`config.mk`:
```
export PLATFORM = sky130hd
export DESIGN_NAME = bnn_host_driver
export DESIGN_NICKNAME = d
export VERILOG_FILES = /design/src/rtl/bnn_host_driver.sv
export SDC_FILE = /design/constraint.sdc
export NUM_CORES = 1
export LEC_CHECK = 0
export CORE_ASPECT_RATIO = 1.4
export CORE_MARGIN = 2
export CORE_UTILIZATION = 50
export CTS_CLUSTER_SIZE = 30
export DETAILED_ROUTE_END_ITERATION = 16
export GPL_TIMING_DRIVEN = 0
export PLACE_DENSITY = 0.76
export RECOVER_POWER = 50
export SYNTH_ARGS = -nofsm -noshare
export SYNTH_HDL_FRONTEND = slang
export SYNTH_SLANG_ARGS = --single-unit
```
`constraint.sdc`:
```
create_clock -name clk -period 2 [get_ports clk]
set_input_delay 0.4 -clock clk [delete_from_list [all_inputs] [get_ports clk]]
set_output_delay 0.4 -clock clk [all_outputs]
set_load 0.005 [all_outputs]
```
`src/rtl/bnn_host_driver.sv`:
```
// bnn_host_driver: drives a serial-load BNN chip from byte streams.
// Parameter bytes shift in MSB first; input vectors go out as two nibbles.
module bnn_host_driver #(
    parameter int PARAM_BYTES = 8,
    parameter int CLK_DIV     = 2,
    parameter int SAMPLE_DLY  = 4
) (
    input  logic       clk,
    input  logic       rst,
    input  logic       cfg_valid,
    output logic       cfg_ready,
    input  logic [7:0] cfg_data,
    input  logic       vec_valid,
    output logic       vec_ready,
    input  logic [7:0] vec_data,
    output logic       res_valid,
    input  logic       res_ready,
    output logic [7:0] res_data,
    output logic       pin_clk,
    output logic       pin_setup,
    output logic       pin_param,
    output logic       pin_bank_hi,
    output logic [3:0] pin_x,
    input  logic [7:0] pin_out,
    output logic       loaded,
    output logic       busy
);

    localparam int SLOT = 2 * CLK_DIV;
    localparam int SW   = $clog2(SLOT);
    localparam int DW   = (SAMPLE_DLY > 1) ? $clog2(SAMPLE_DLY) : 1;

    typedef enum logic [2:0] {
        S_IDLE,
        S_LOAD_SHIFT,
        S_LOAD_WAIT,
        S_EVAL_LO,
        S_EVAL_HI,
        S_SETTLE,
        S_RESULT
    } state_t;

    state_t        state_q, state_d;
    logic [SW-1:0] slot_q, slot_d;
    logic [2:0]    bit_q, bit_d;
    logic [7:0]    byte_cnt_q, byte_cnt_d;
    logic [DW-1:0] dly_q, dly_d;
    logic [7:0]    cfg_q, cfg_d;
    logic [7:0]    vec_q, vec_d;
    logic [7:0]    res_q, res_d;
    logic          loaded_q, loaded_d;

    logic          slot_last;
    logic          clk_hi;
    logic [2:0]    bit_idx;
    logic [7:0]    byte_inc;

    assign slot_last = (slot_q == SW'(SLOT - 1));
    assign clk_hi    = (slot_q >= SW'(CLK_DIV));
    assign bit_idx   = 3'd7 - bit_q;
    assign byte_inc  = byte_cnt_q + 8'd1;

    assign busy      = (state_q != S_IDLE);
    assign loaded    = loaded_q;
    assign res_valid = (state_q == S_RESULT);
    assign res_data  = res_q;
    assign cfg_ready = (state_q == S_IDLE) || (state_q == S_LOAD_WAIT);
    // cfg has priority in IDLE, so vec is refused while cfg_valid is up
    assign vec_ready = (state_q == S_IDLE) && loaded_q && !cfg_valid;

    // State and datapath registers, synchronous reset
    always_ff @(posedge clk) begin
        if (rst) begin
            state_q    <= S_IDLE;
            slot_q     <= '0;
            bit_q      <= '0;
            byte_cnt_q <= '0;
            dly_q      <= '0;
            cfg_q      <= '0;
            vec_q      <= '0;
            res_q      <= '0;
            loaded_q   <= 1'b0;
        end else begin
            state_q    <= state_d;
            slot_q     <= slot_d;
            bit_q      <= bit_d;
            byte_cnt_q <= byte_cnt_d;
            dly_q      <= dly_d;
            cfg_q      <= cfg_d;
            vec_q      <= vec_d;
            res_q      <= res_d;
            loaded_q   <= loaded_d;
        end
    end

    // Next-state: slot sequencing, byte counting, result capture
    always_comb begin
        state_d    = state_q;
        slot_d     = slot_q;
        bit_d      = bit_q;
        byte_cnt_d = byte_cnt_q;
        dly_d      = dly_q;
        cfg_d      = cfg_q;
        vec_d      = vec_q;
        res_d      = res_q;
        loaded_d   = loaded_q;
        case (state_q)
            S_IDLE: begin
                if (cfg_valid) begin
                    cfg_d      = cfg_data;
                    byte_cnt_d = '0;
                    loaded_d   = 1'b0;
                    bit_d      = '0;
                    slot_d     = '0;
                    state_d    = S_LOAD_SHIFT;
                end else if (vec_valid && loaded_q) begin
                    vec_d   = vec_data;
                    slot_d  = '0;
                    state_d = S_EVAL_LO;
                end
            end
            S_LOAD_SHIFT: begin
                if (slot_last) begin
                    slot_d = '0;
                    bit_d  = bit_q + 3'd1;
                    if (bit_q == 3'd7) begin
                        byte_cnt_d = byte_inc;
                        if (byte_inc == 8'(PARAM_BYTES)) begin
                            loaded_d = 1'b1;
                            state_d  = S_IDLE;
                        end else begin
                            state_d = S_LOAD_WAIT;
                        end
                    end
                end else begin
                    slot_d = slot_q + SW'(1);
                end
            end
            S_LOAD_WAIT: begin
                if (cfg_valid) begin
                    cfg_d   = cfg_data;
                    bit_d   = '0;
                    slot_d  = '0;
                    state_d = S_LOAD_SHIFT;
                end
            end
            S_EVAL_LO: begin
                if (slot_last) begin
                    slot_d  = '0;
                    state_d = S_EVAL_HI;
                end else begin
                    slot_d = slot_q + SW'(1);
                end
            end
            S_EVAL_HI: begin
                if (slot_last) begin
                    slot_d  = '0;
                    dly_d   = '0;
                    state_d = S_SETTLE;
                end else begin
                    slot_d = slot_q + SW'(1);
                end
            end
            S_SETTLE: begin
                if (dly_q == DW'(SAMPLE_DLY - 1)) begin
                    res_d   = pin_out;
                    state_d = S_RESULT;
                end else begin
                    dly_d = dly_q + DW'(1);
                end
            end
            S_RESULT: begin
                if (res_ready) begin
                    state_d = S_IDLE;
                end
            end
            default: state_d = S_IDLE;
        endcase
    end

    // Chip pins decoded from state; data only moves at slot start
    always_comb begin
        pin_clk     = 1'b0;
        pin_setup   = 1'b0;
        pin_param   = 1'b0;
        pin_bank_hi = 1'b0;
        pin_x       = '0;
        case (state_q)
            S_LOAD_SHIFT: begin
                pin_clk   = clk_hi;
                pin_setup = 1'b1;
                pin_param = cfg_q[bit_idx];
            end
            S_LOAD_WAIT: begin
                pin_setup = 1'b1;
                pin_param = cfg_q[0];
            end
            S_EVAL_LO: begin
                pin_clk = clk_hi;
                pin_x   = vec_q[3:0];
            end
            S_EVAL_HI: begin
                pin_clk     = clk_hi;
                pin_bank_hi = 1'b1;
                pin_x       = vec_q[7:4];
            end
            S_SETTLE: begin
                pin_bank_hi = 1'b1;
                pin_x       = vec_q[7:4];
            end
            default: ;
        endcase
    end

endmodule

```
After elaboration in Yosys (flattened, before gate mapping) --
Cells that the tools add are included.
Operators by class: shift-type cells 0, $add $sub $neg 5, reduce and logical (&&, ||, !) cells 24, multipliers 0, mux-type cells 38, divide/modulo/power cells 0, order comparisons 2, bitwise logic cells 1, equal/unequal tests 22
Operators by type and width (number):
- $mux 3 | 11
- $mux 8 | 3
- $pmux 3 s7 | 1
- $ne 2x2->1 const B | 9
- $pmux 8 s2 | 1
- $mux 2 | 7
- $eq 3x3->1 const B | 4
- $reduce_and 3->1 | 4
- $add 8x1->8 const B | 1
- $eq 8x4->1 const B | 1
- $mux 1 | 8
- $pmux 4 s2 | 1
- $reduce_and 8->1 | 1
- $eq 3x2->1 const B | 2
- $pmux 2 s3 | 1
- $pmux 3 s2 | 1
- $reduce_bool 2->1 | 3
- $reduce_bool 3->1 | 2
- $reduce_or 2->1 | 3
- $reduce_and 5->1 | 1
- $add 2x1->2 const B | 2
- $eq 2x2->1 const B | 2
- $lt 3x4->1 const B | 1
- $ne 2x1->1 const B | 2
- 16 further kinds | 20
Word-level totals: ROM bits 0, memories kept 0, latch bits 0, word-level logic and storage cells 101, input bits 29, flip-flop bits (word level) 43, output and inout bits 21, memory bits (writable) 0

Logic depth before layout (Yosys ltp) --
depth after elaboration 6, depth in mapped cells 7, mapped depth without buffers 6

Worst setup path before layout --
No wires, ideal clock.
path type register to register, from register bit_q[0], to register byte_cnt_q[6], cell stages (with the launch flop) 7, clock period less this slack 1602 ps, required time 1914 ps, library setup time 86 ps, data arrival time 1516 ps, slack 398 ps, buffers on the path 0, path through dfxtp_1 > ha_1 > ha_1 > and3_1 > o21ai_1 > a21oi_1 > a211oi_1
Between the ends: word-level cells in the longest chain between the ends 3
Ends and longest elaborated chain:
- start, declared | line 45 | logic [2:0] bit_q, bit_d;
- start signal, assigned | line 86 | bit_q <= bit_d;
- $eq 3x3->1 | line 126 | if (bit_q == 3'd7) begin
- $ne 2x2->1 (no source line)
- $reduce_and 4->1 (no source line)
- end signal, assigned | line 87 | byte_cnt_q <= byte_cnt_d;
- end, declared | line 46 | logic [7:0] byte_cnt_q, byte_cnt_d;
Every way passes these cells. A chain may end at the register's enable or synchronous reset.

Worst setup path after layout --
from register bit_q[0], to output port pin_param
Between the ends: word-level cells in the longest chain between the ends 4
Ends and longest elaborated chain:
- $sub 3x3->3 | line 60 | assign bit_idx = 3'd7 - bit_q;
- $bmux 1 s3 | line 192 | pin_param = cfg_q[bit_idx];
- $mux 1 (not written as such) | line 192
- $pmux 1 s2 | line 188 | case (state_q)
- end, declared | line 21 | output logic pin_param,
Every way passes these cells. The select of a mux whose other input is x is not followed.

==> flow_metrics.py <==
metrics = {
    "power_and_ir_drop": {
        "p_leak_nw": 1.09,
        "powerDensity_nw_per_um2": 635,
        "ir_drop_v": 0.000568,
    },
    "global_route": {
        "gr-total-overflow": 0,
        "grt_max_degree": 20,
        "grt_pass1_vias": 2006,
        "track_usage": 0.224,
        "grt_antenna_before_repair": 0,
        "grt_pass1_wl_um": 8870,
    },
    "synthesis": {
        "synth-seq-cells": 43,
        "synth-async-reset-ratio": 0,
        "ys_dominant_reg_cell": "dfxtp_1",
        "synth_fp_nets": 305,
        "synth-edff-count": 0,
        "syn_avg_cell_area_um2": 8.27,
        "syn_inst": 269,
        "ys_seq_area_frac": 0.387,
        "synth_warnings": 0,
        "synth_cell_types": 46,
        "syn_area_um2": 2220,
    },
    "placement": {
        "port_buffers": 47,
        "dp_hpwl_um": 3820,
        "dp.cells": 376,
        "place.gp.congestion": 0.919,
        "placed_cell_area_um2": 2770,
    },
    "worst_setup_path": {
        "critPathArrivalTime_ps": 1560,
        "cp_max_fo": 3,
        "crit_buf_inv": 1,
        "cp_slowest_cell": "mux4_2",
        "path_cells": "mux4_2 > mux2i_1 > o32ai_1 > buf_2",
        "cp_data_required_time_ps": 1600,
        "rrSetupSlack_ps": 150,
        "slowest_delay_ps": 500,
        "crit_path_end_kind": "output port",
        "crit_family": "multiplexers",
        "critPathLaunchType": "flip-flop",
        "crit_type": "flip-flop to output port",
    },
    "sta": {
        "fin_crit_sh": 0.978,
        "slew_headroom": 0.594,
        "slew_violations": 0,
        "clock_skew_ps": 7.96,
        "hold_violations": 0,
        "rsz0062_at_grt": "yes",
        "final.setup.tns_ps": 0,
        "fmax_mhz": 511,
        "tightest_slew_ps": 609,
        "setup_viol": 0,
        "period_minus_slack_ps": 1960,
    },
    "clock_network": {
        "clk_latency_ps": 300,
        "cts_sinks": 43,
        "cts.htree.levels": 2,
        "tritoncts": "yes",
        "ctsHoldBuffers": 0,
        "clockBufferDepth": 2,
        "clk_pin_slew_ps": 80,
        "cts_inserted_buffers": 5,
        "clockRootBuffer": "clkbuf_8",
    },
    "job": {
        "maxCapViolCount": 0,
    },
    "final_layout": {
        "area_growth_pct": 34.3,
        "final_cells": 387,
        "fill_cells": 358,
        "final_layout_size_suffix_gt1_frac": 0.119,
        "diodes": 0,
        "fin_util": 0.704,
        "final_nets": 362,
        "finalInstanceArea_um2": 2990,
    },
    "routing": {
        "routed_via_density": 5.52,
        "totalWireLength_um": 5410,
        "drtIter0Drc": 97,
        "wire_per_inst_um": 14.0,
        "vias": 2135,
        "drc": 0,
        "ant_nets": 0,
        "first_pass_iters": 4,
    },
    "status": {
        "status": "complete, no violations",
    },
    "die": {
        "rows": 28,
        "core_um2": 4240,
        "die_h_um": 82.9,
        "die_w_um": 60.4,
        "dieArea_um2": 5000,
        "num_io_pins": 50,
        "initial_utilization": 0.524,
    },
    "worst_hold_path": {
        "hp-class": "input port to flip-flop",
    },
}
==> registers in the layout, summed over array words and instances (netlist names) <==
| name | cells |
|---|---|
| bit_q | 3 |
| byte_cnt_q | 8 |
| cfg_q | 8 |
| dly_q | 2 |
| loaded | 1 |
| res_data | 8 |
| slot_q | 2 |
| state_q | 3 |
| vec_q | 8 |
==> worst reg2reg max path, cell delays in order (launching register included) <==
cell and delay [ps]:
dfxtp_4 370, buf_4 140, ha_1 190, ha_1 230, and3_1 210, o21ai_2 300
a21oi_1 80, a211oi_1 250
==> cell type report <==
type,instances,area [um2],area share
multi-input combinational,204,1310,0.438
sequential,43,876,0.293
timing repair buffer,51,480,0.161
buffer,14,83.8,0.0281
tap,60,75.1,0.0251
clock buffer,6,72.6,0.0243
clock inverter,2,60.1,0.0201
inverter,7,28.8,0.00964
==> power breakdown <==
group	switching (mW)	internal (mW)
clock network	0.294	0.499
logic	0.101	0.119
registers	0.0155	0.868
total	0.410	1.49
==> layout by cell type (no fill, tap or decap), drive strengths merged, types with 3 or more instances in the layout <==
cell,n
mux2i,9
nor4b,3
ha,7
a31oi,3
dlygate4sd2,8
nand3b,5
a32oi,3
nor3,9
inv,7
nor2,23
a21oi,28
nor2b,3
clkdlybuf4s50,37
dfxtp,43
and2,6
nand2,38
clkbuf,12
a22o,4
nand2b,7
and3,4
o21ai,20
buf,14
a211oi,4
==> cell usage after synthesis (2+ instances only) <==
master	instances	area (um2)
buf_2	7	35.0
o21bai_1	2	15.0
nand2b_1	7	43.8
nand2_1	38	143
mux2i_1	9	90.1
nand4b_1	2	17.5
a32oi_1	3	26.3
o21ai_0	19	95.1
inv_1	7	26.3
nor3_1	8	40.0
a22oi_1	2	15.0
a21oi_1	28	140
a41oi_1	2	17.5
nor2b_1	3	18.8
and2_1	6	37.5
nor2_1	22	82.6
nand3b_1	5	37.5
a31oi_1	3	18.8
o21a_1	2	15.0
and3_1	4	25.0
a211oi_1	4	30.0
mux4_2	2	45.0
a22o_1	4	35.0
clkbuf_1	7	26.3
nand3_1	2	10.0
ha_1	7	87.6
dfxtp_1	43	861
nor4b_1	3	26.3
==> routing by layer <==
metal / routed length [um] / share of wire / global-route usage
met1: 2340 / 0.43 / 0.271
met2: 2660 / 0.49 / 0.388
met3: 287 / 0.053 / 0.0421
met4: 126 / 0.023 / 0.0687
met5: 0 / 0 / 0
==> cell families (layout without fill, tap and decap cells) <==
kind of cell / Yosys count / count (layout) / synth area share
and+or+nand+nor: 108 / 108 / 0.250
AOI/OAI and AO/OA: 77 / 77 / 0.213
DFF: 43 / 43 / 0.387
buffers and inverters: 22 / 80 / 0.0445
muxes: 12 / 12 / 0.0658
adders and majority gates: 7 / 7 / 0.0394
==> final timing paths <==
| kind | to | cells after the start | start |
|---|---|---|---|
| max | pin_param | 4 | bit_q[0] |
| min | state_q[1] | 2 | rst |
| max reg2reg | byte_cnt_q[6] | 7 | bit_q[0] |
| min reg2reg | res_data[0] | 2 | res_data[0] |
==> metrics by stage <==
step | power [mW] | setup WS [ps] | hold slack (ps)
6_report | 1.90 | 43.9 | 453
5_1_grt | 1.96 | -14.5 | 477
4_1_cts | 1.91 | 3.07 | 449
3_5_place_dp | 1.11 | -145 | 447
3_3_place_gp | 1.11 | -148 | 439
2_1_floorplan | 1.01 | 398 | 432
==> what timing repair did <==
action | CTS | global route
gates resized for setup | 39 | 4
setup endpoints to repair | 11 | 9
pin swaps | 3 | 1
setup buffers | 4 | 0
No activity file was read; power rests on OpenSTA's default activity.
==> RTL change (same flow settings) <==
Change the parameter `CLK_DIV` from 2 to 4.
--- a/src/rtl/bnn_host_driver.sv
+++ b/src/rtl/bnn_host_driver.sv
@@ -4,3 +4,3 @@
     parameter int PARAM_BYTES = 8,
-    parameter int CLK_DIV     = 2,
+    parameter int CLK_DIV     = 4,
     parameter int SAMPLE_DLY  = 4
Function: changed (a bounded check fails within 4 cycles, from zero or initial values and one cycle with rst high).
==> RTL change against the original RTL <==
- the flow now finishes with violations (setup timing)
- setup slack lost 0.16 ns
- wire length is 5.8% higher
- global-route usage rose by 2.4 points
- first-iteration DRC count rose by 25%
- cell area grew 0.59%
- count of clock-buffer cells in the layout is 1 higher
- fmax is 7.6% lower
- sequential cell count increased by 1
- cell count fell by 6.7%
- critical path depth rose by 1
- synthesized cell count decreased by 10%
- synthesized area down 1.7%
- largest cell class unchanged
Power is not compared: it rests on default switching activity, and its combinational part moved more than twofold at a synthesized area within 25%.
==> RTL change: results (changes against the original RTL) <==
synth:
  synthCells: 242  # -10%
  ys_seq_area_frac: 0.403  # +0.0160
  ys_top_cells_by_area: "dfxtp_1 40%, mux2i_1 9.2%, nor2_1 6.2%, a21oi_1 4.4%, ha_1 3.4%"
  synth_top_cells_by_count: "44 x dfxtp_1, 36 x nor2_1, 20 x mux2i_1, 20 x nand2_1, 19 x a21oi_1"
  ys_types: 47  # +2.2%
critical_path:
  worst-path-max-fanout: 5  # +2
  worstRegToRegCells: 6  # -1
  reg2reg_slack_ns: 0.09  # -0.06 ns
  reg2reg_from: "state_q[2]$_SDFFE_PP0P_"
worst_hold_path:
  worstHoldEndpoint: "res_data[4]$_SDFFE_PP0P_"
  hold_class: "reg2reg"
clock_tree:
  post_cts_buffers: 16  # +12
run_status:
  violations: "setup timing"
  status: "finished, violations left"
timing:
  setup_slack_ns: -0.118  # -0.162 ns
  fin_setup_tns_ns: -0.159  # -0.159 ns
  worst_hold_slack_ns: 0.453  # -0.000250 ns
  fin_skew_ns: 0.00520  # -0.00275 ns
  setup_violations: 2  # +2
  tightest_slew_ns: 0.597  # -0.0123 ns
drt:
  drtIter0Drc: 121  # +25%
  wl_per_cell_um: 15.8  # +13%
  vias_per_cell: 5.83  # +5.7%
global_routing:
  grt_usage: 0.248  # +0.0241
  grt_max_degree: 14  # -30%
  grt_pass1_wl_um: 9230  # +4.0%
final_layout:
  drive_gt1_frac: 0.190  # +0.0706
  nFillCells: 325  # -9.2%
  buffers: 82  # +26%
  fin_area_um2: 3000  # +0.59%
  multi_input_gates: 177  # -13%
  nets: 350  # -3.3%
  multi_input_area_share: 0.416  # -0.0226
placed_design:
  dp_worst_setup_slack_ns: -0.337  # -0.192 ns
  place_congestion: 0.864  # -6.0%
  io_buffers: 48  # +2.1%
  dp.cells: 335  # -11%
RTL change: kinds of logic after synthesis:
| logic type | Yosys count | synth area share |
|---|---|---|
| AND/OR/NAND/NOR | 92 | 0.217 |
| buffers and inverters | 21 | 0.0515 |
| AO/OA/AOI/OAI | 55 | 0.172 |
| XOR/XNOR | 1 | 0.00401 |
| flip-flops | 44 | 0.403 |
| adder cells (fa/ha/maj) | 6 | 0.0344 |
| multiplexers | 23 | 0.117 |
RTL change: layer usage:
layer  vias up  track usage  share of wire
li1       1027            -              -
met1      1014        0.294           0.41
met2        53        0.432           0.52
met3        11       0.0561          0.047
met4         0       0.0911          0.020
met5         -            0              0
RTL change: power groups by stage:
stage	clock network, mW	registers [mW]	logic [mW]
detailed placement	0	0.982	0.697
finish	0.582	0.977	0.929
CTS	0.593	0.958	0.897
floorplan	0	0.971	0.457
global placement	0	0.978	0.688
global route	0.630	0.982	0.999
